[src/rtl/eth_pcs_rx_block_lock.sv]
// eth_pcs_rx_block_lock
//   64b/66b receive block-lock engine. Checks the 2-bit sync header of each
//   block from the gearbox, declares and drops block lock, and pulses o_slip
//   so the gearbox walks its bit offset until headers line up.
//
//   Optional hi-BER monitor is compiled in with `define ETH_PCS_HI_BER_EN;
//   without it o_hi_ber is tied low and BER_WIN/BER_TH have no effect.
//
// Ports
//   i_clk         core clock
//   i_rst_n       synchronous reset, active low
//   i_valid       new 66b block this cycle, qualifies i_sync
//   i_sync        sync header of the current block
//   o_slip        one-cycle pulse: gearbox shifts its offset by one bit
//   o_block_lock  block lock achieved
//   o_hi_ber      high bit-error-rate flag
//
// state     | meaning
// LOCK_INIT | lock cleared, entered from reset
// RESET_CNT | clear window counters, no block consumed
// TEST_SH   | test one header per valid block, evaluate window
// SLIP      | slip issued on entry, then skip SLIP_HOLDOFF blocks

module eth_pcs_rx_block_lock #(
   parameter int W_SYNC       = 2,
   parameter int SH_VAL_TH    = 64,
   parameter int SH_INVAL_TH  = 16,
   parameter int SLIP_HOLDOFF = 2,
   parameter int BER_WIN      = 19531,
   parameter int BER_TH       = 16
) (
   input  logic              i_clk,
   input  logic              i_rst_n,
   input  logic              i_valid,
   input  logic [W_SYNC-1:0] i_sync,
   output logic              o_slip,
   output logic              o_block_lock,
   output logic              o_hi_ber
);

   localparam int SH_W  = $clog2(SH_VAL_TH + 1);
   localparam int INV_W = $clog2(SH_INVAL_TH + 1);
   localparam int HO_W  = $clog2(SLIP_HOLDOFF + 1);

   localparam logic [SH_W-1:0]  SH_MAX  = SH_W'(SH_VAL_TH);
   localparam logic [INV_W-1:0] INV_MAX = INV_W'(SH_INVAL_TH);
   localparam logic [HO_W-1:0]  HO_LAST = HO_W'(SLIP_HOLDOFF - 1);

   typedef enum logic [1:0] {
      LOCK_INIT,
      RESET_CNT,
      TEST_SH,
      SLIP
   } state_t;

   state_t            state, state_nxt;
   logic [SH_W-1:0]   sh_cnt, sh_cnt_nxt;
   logic [INV_W-1:0]  invld_cnt, invld_cnt_nxt;
   logic [HO_W-1:0]   hold_cnt, hold_cnt_nxt;
   logic              lock_nxt;
   logic              slip_nxt;
   logic              sh_ok;

   assign sh_ok = (i_sync == W_SYNC'(2'b01)) || (i_sync == W_SYNC'(2'b10));

   always_ff @(posedge i_clk) begin
      if (!i_rst_n) begin
         state        <= LOCK_INIT;
         sh_cnt       <= '0;
         invld_cnt    <= '0;
         hold_cnt     <= '0;
         o_block_lock <= 1'b0;
         o_slip       <= 1'b0;
      end else begin
         state        <= state_nxt;
         sh_cnt       <= sh_cnt_nxt;
         invld_cnt    <= invld_cnt_nxt;
         hold_cnt     <= hold_cnt_nxt;
         o_block_lock <= lock_nxt;
         o_slip       <= slip_nxt;
      end
   end

   // Window decisions look at the counts including the current block.
   always_comb begin
      state_nxt     = state;
      sh_cnt_nxt    = sh_cnt;
      invld_cnt_nxt = invld_cnt;
      hold_cnt_nxt  = hold_cnt;
      lock_nxt      = o_block_lock;
      slip_nxt      = 1'b0;
      case (state)
         LOCK_INIT: begin
            lock_nxt  = 1'b0;
            state_nxt = RESET_CNT;
         end
         RESET_CNT: begin
            sh_cnt_nxt    = '0;
            invld_cnt_nxt = '0;
            state_nxt     = TEST_SH;
         end
         TEST_SH: begin
            if (i_valid) begin
               if (sh_cnt != SH_MAX) begin
                  sh_cnt_nxt = sh_cnt + SH_W'(1);
               end
               if (!sh_ok && (invld_cnt != INV_MAX)) begin
                  invld_cnt_nxt = invld_cnt + INV_W'(1);
               end
               if (!sh_ok && (!o_block_lock || (invld_cnt_nxt == INV_MAX))) begin
                  state_nxt    = SLIP;
                  lock_nxt     = 1'b0;
                  slip_nxt     = 1'b1;
                  hold_cnt_nxt = '0;
               end else if (sh_cnt_nxt == SH_MAX) begin
                  if (invld_cnt_nxt == '0) begin
                     lock_nxt = 1'b1;
                  end
                  state_nxt = RESET_CNT;
               end
            end
         end
         SLIP: begin
            // Blocks here still carry the old offset; drop them while the gearbox settles.
            if (i_valid) begin
               if (hold_cnt == HO_LAST) begin
                  hold_cnt_nxt = '0;
                  state_nxt    = RESET_CNT;
               end else begin
                  hold_cnt_nxt = hold_cnt + HO_W'(1);
               end
            end
         end
         default: begin
            state_nxt = LOCK_INIT;
         end
      endcase
   end

`ifdef ETH_PCS_HI_BER_EN
   localparam int BW_W = $clog2(BER_WIN + 1);
   localparam int BC_W = $clog2(BER_TH + 1);

   localparam logic [BW_W-1:0] BW_MAX = BW_W'(BER_WIN);
   localparam logic [BC_W-1:0] BC_MAX = BC_W'(BER_TH);

   logic [BW_W-1:0] ber_win_cnt, ber_win_inc;
   logic [BC_W-1:0] ber_cnt, ber_inc;

   always_comb begin
      ber_win_inc = ber_win_cnt + BW_W'(1);
      ber_inc     = ber_cnt;
      if (!sh_ok && (ber_cnt != BC_MAX)) begin
         ber_inc = ber_cnt + BC_W'(1);
      end
   end

   // Counting starts with the first block after lock is visible; any loss
   // of lock (including the edge that drops it) wipes the window.
   always_ff @(posedge i_clk) begin
      if (!i_rst_n || !lock_nxt) begin
         ber_win_cnt <= '0;
         ber_cnt     <= '0;
         o_hi_ber    <= 1'b0;
      end else if (i_valid && o_block_lock) begin
         if (ber_win_inc == BW_MAX) begin
            ber_win_cnt <= '0;
            ber_cnt     <= '0;
            o_hi_ber    <= (ber_inc == BC_MAX);
         end else begin
            ber_win_cnt <= ber_win_inc;
            ber_cnt     <= ber_inc;
            if (ber_inc == BC_MAX) begin
               o_hi_ber <= 1'b1;
            end
         end
      end
   end
`else
   logic unused_ber_cfg;
   assign unused_ber_cfg = (BER_WIN > 0) && (BER_TH > 0);
   assign o_hi_ber       = 1'b0;
`endif

endmodule

[config.mk]
export PLATFORM = sky130hd
export DESIGN_NAME = eth_pcs_rx_block_lock
export DESIGN_NICKNAME = d
export VERILOG_FILES = /design/src/rtl/eth_pcs_rx_block_lock.sv
export SDC_FILE = /design/constraint.sdc
export NUM_CORES = 1
export LEC_CHECK = 0
export CAP_MARGIN = 20
export CORE_ASPECT_RATIO = 0.6
export CORE_MARGIN = 10
export CORE_UTILIZATION = 45
export CTS_CLUSTER_SIZE = 16
export DETAILED_ROUTE_END_ITERATION = 8
export HOLD_SLACK_MARGIN = 0.08
export PLACE_DENSITY = 0.68
export SYNTH_ARGS = -nofsm -noshare
export SYNTH_HDL_FRONTEND = slang
export SYNTH_SLANG_ARGS = --single-unit
[constraint.sdc]
create_clock -name i_clk -period 2.2 [get_ports i_clk]
set_clock_uncertainty 0.15 [all_clocks]
set_input_delay 0.55 -clock i_clk [delete_from_list [all_inputs] [get_ports i_clk]]
set_output_delay 0.55 -clock i_clk [all_outputs]
set_load 0.005 [all_outputs]
==> results.tsv <==
metric	value	unit
critical path, cell by cell	inv_2, ha_4, nand2b_4, or4_4, o41ai_4, or4b_4, a21oi_2, o221a_1	
core area	0.00254	mm^2
Post-Synthesis Cells	150	
Worst path max stage delay	0.50	ns
largest cells by area after synthesis	dfxtp_1, ha_1, nor2_1, a21oi_1, o21ai_0	
syn_area_per_cell	8.11	um^2
Setup crit end kind	flip-flop	
DP Area	0.00147	mm^2
largest net degree at the start of global routing	12	
Post-Layout Cell Count	210	
final period utilization	1.07	
slowest CP cell	or4b_4	
net count of the finished layout	193	
WL/cell	15.2	um
FMAX	424	MHz
clk slew on worst S/H paths	0.07	ns
initial antenna violation count	0	
ys flop type	dfxtp_1	
delay-heaviest family, CP	simple AND/OR/NAND/NOR gates	
worst hold path type	flip-flop to flip-flop	
crit start category	flip-flop	
GR Util met1	0.163	
Crit Path Max Fanout	3	
Synth-to-Final Area Change	32.9	%
Placer Congestion	0.877	
Starting Density	0.479	
layer with the highest usage	met2	
count leader, synth	dfxtp_1	
Lkg Pwr	0.666	nW
post-synthesis register bit count	18	
post-route cell area	0.00162	mm^2
status	finished, violations left	
Die Wd	87.1	um
Synth area leader	dfxtp_1	
Synth Warn #	0	
total CTS buffers	3	
GRT met2 Usage	0.205	
# clock sinks	18	
Site Rows	14	
total congestion overflow	0	
worst-skew pair later-pin latency	0.25	ns
Overall Global Routing Usage	0.127	
die footprint	0.00525	mm^2
data required time of the worst path	2.25	ns
placed cell count	202	
Post-Syn Area	0.00122	mm^2
Initial DRC Count	159	
Crit Path Class	flip-flop to flip-flop	
first-pass GRT wire length	5.48	mm
final WL	3.19	mm
sequential area share after synthesis	0.296	
final hold violation count	0	
Slew Viols, Final	0	
failing checks	negative setup slack	
crit path DAT	2.41	ns
Max IR drop VDD	0.376	mV
H-tree depth	1	
port bufs	6	
Async SR Flop Fraction	0	
layout cells sized above 1	0.270	
Synth top area share	0.296	
Ant. Diodes	0	
Synth top cells by count	dfxtp_1, nor2_1, nand2_1	
DR DRC count	0	
Max Cap Viol	0	
Post-synth EDFFs	0	
Max clock buf depth	2	
Vias per Instance	5.74	
final setup margin	-0.161	ns
Synth cell types	38	
IO Count	8	
Final Setup Violations	5	
clock period minus final worst setup slack	2.36	ns
CTS tree	yes	
filler cell count	189	
unrepaired setup endpoints after global routing	yes	
Worst Path Buf+Inv	1	
die span in y	60.3	um
Vias	1205	
first-pass iteration count of the detailed router	4	
root buffer cell	clkbuf_8	
cell area power density	490	mW/mm^2
vias in the first global route	1197	
Final ANT Viol Nets	0	
met3 global-route usage	0.0407	
syn nets	164	
detailed placement HPWL	2.35	mm
## where the power goes
group          internal (mW)  total, mW  switching, mW
Combinational         0.0844      0.181         0.0968
Clock                  0.159      0.267          0.108
Sequential             0.332      0.344         0.0118
Total                  0.576      0.792          0.217
## layer usage
metal	part of all wire	wire, um
met5	0	0
met4	0.0085	27
met3	0.078	249
met2	0.45	1420
met1	0.47	1490
## flip-flops by register name, summed over array words and instances (netlist names)
register	flops
o_block_lock	1
sh_cnt	7
state	2
hold_cnt	2
invld_cnt	5
o_slip	1
## layout make-up
class                   count  area, um^2  share of cell area
clock buffers               4        55.1              0.0341
flip-flops and latches     18         368               0.228
multi-input cells         117         886               0.548
well taps                  32        40.0              0.0248
inverters                  10        37.5              0.0232
repair buffers             29         230               0.142
## worst register-to-register path: stages, from the launching register on
cell,delay [ns]
dfxtp_4,0.36
inv_2,0.04
ha_4,0.23
nand2b_4,0.13
or4_4,0.49
o41ai_4,0.08
or4b_4,0.50
a21oi_2,0.14
o221a_1,0.19
## cells by family (layout without fill, tap and decap cells)
kind of cell / after synthesis / after routing / synth area share
AND/OR/NAND/NOR: 58 / 58 / 0.260
other: 1 / 1 / 0.00308
adder cells (fa/ha/maj): 9 / 9 / 0.0926
AO/OA/AOI/OAI: 37 / 37 / 0.202
buffers and inverters: 15 / 43 / 0.0494
flip-flops: 18 / 18 / 0.296
multiplexers: 4 / 4 / 0.0329
XOR/XNOR: 8 / 8 / 0.0638
## per-stage QoR
step | power, mW | TNS (ns) | hold slack (ns) | util | worst slack [ns]
global placement | 0.499 | -3.14 | 0.286 | 0.578 | -0.482
detailed placement | 0.505 | -3.80 | 0.305 | 0.578 | -0.600
floorplan | 0.436 | -0.240 | 0.274 | - | -0.106
finish | 0.792 | -0.540 | 0.314 | 0.636 | -0.161
CTS | 0.778 | -0.354 | 0.314 | 0.615 | -0.148
global route | 0.828 | -0.818 | 0.318 | 0.636 | -0.220
## what timing repair did
item / CTS / global route
gates resized for setup: 7 / 8
hold buffers: 0 / 0
pin swaps: 3 / 5
endpoints found under the setup margin: 5 / 8
hold endpoints to repair: 0 / 0
buffers inserted: 2 / 2
## worst paths after layout
check,startpoint,end,slack [ns],cells past startpoint
max reg2reg,invld_cnt[1],o_block_lock,-0.16,8
min reg2reg,hold_cnt[1],hold_cnt[1],0.31,1
max,invld_cnt[1],o_block_lock,-0.16,8
min,hold_cnt[1],hold_cnt[1],0.31,1
## cells in the final DEF, fill, tap and decap left out, types with 4 or more instances in the layout
cell,synthesis,final
and3_1,4,4
nor2_1,15,14
dfxtp_1,18,16
clkbuf_8,0,4
nor3_1,4,4
o21ai_0,10,10
clkdlybuf4s50_1,0,4
mux2i_1,4,4
nand2_1,11,11
a21oi_1,10,7
inv_1,10,8
ha_1,9,7
buf_4,1,23
nand3_1,7,7
Note: power is estimated with default switching activity, not from simulation.
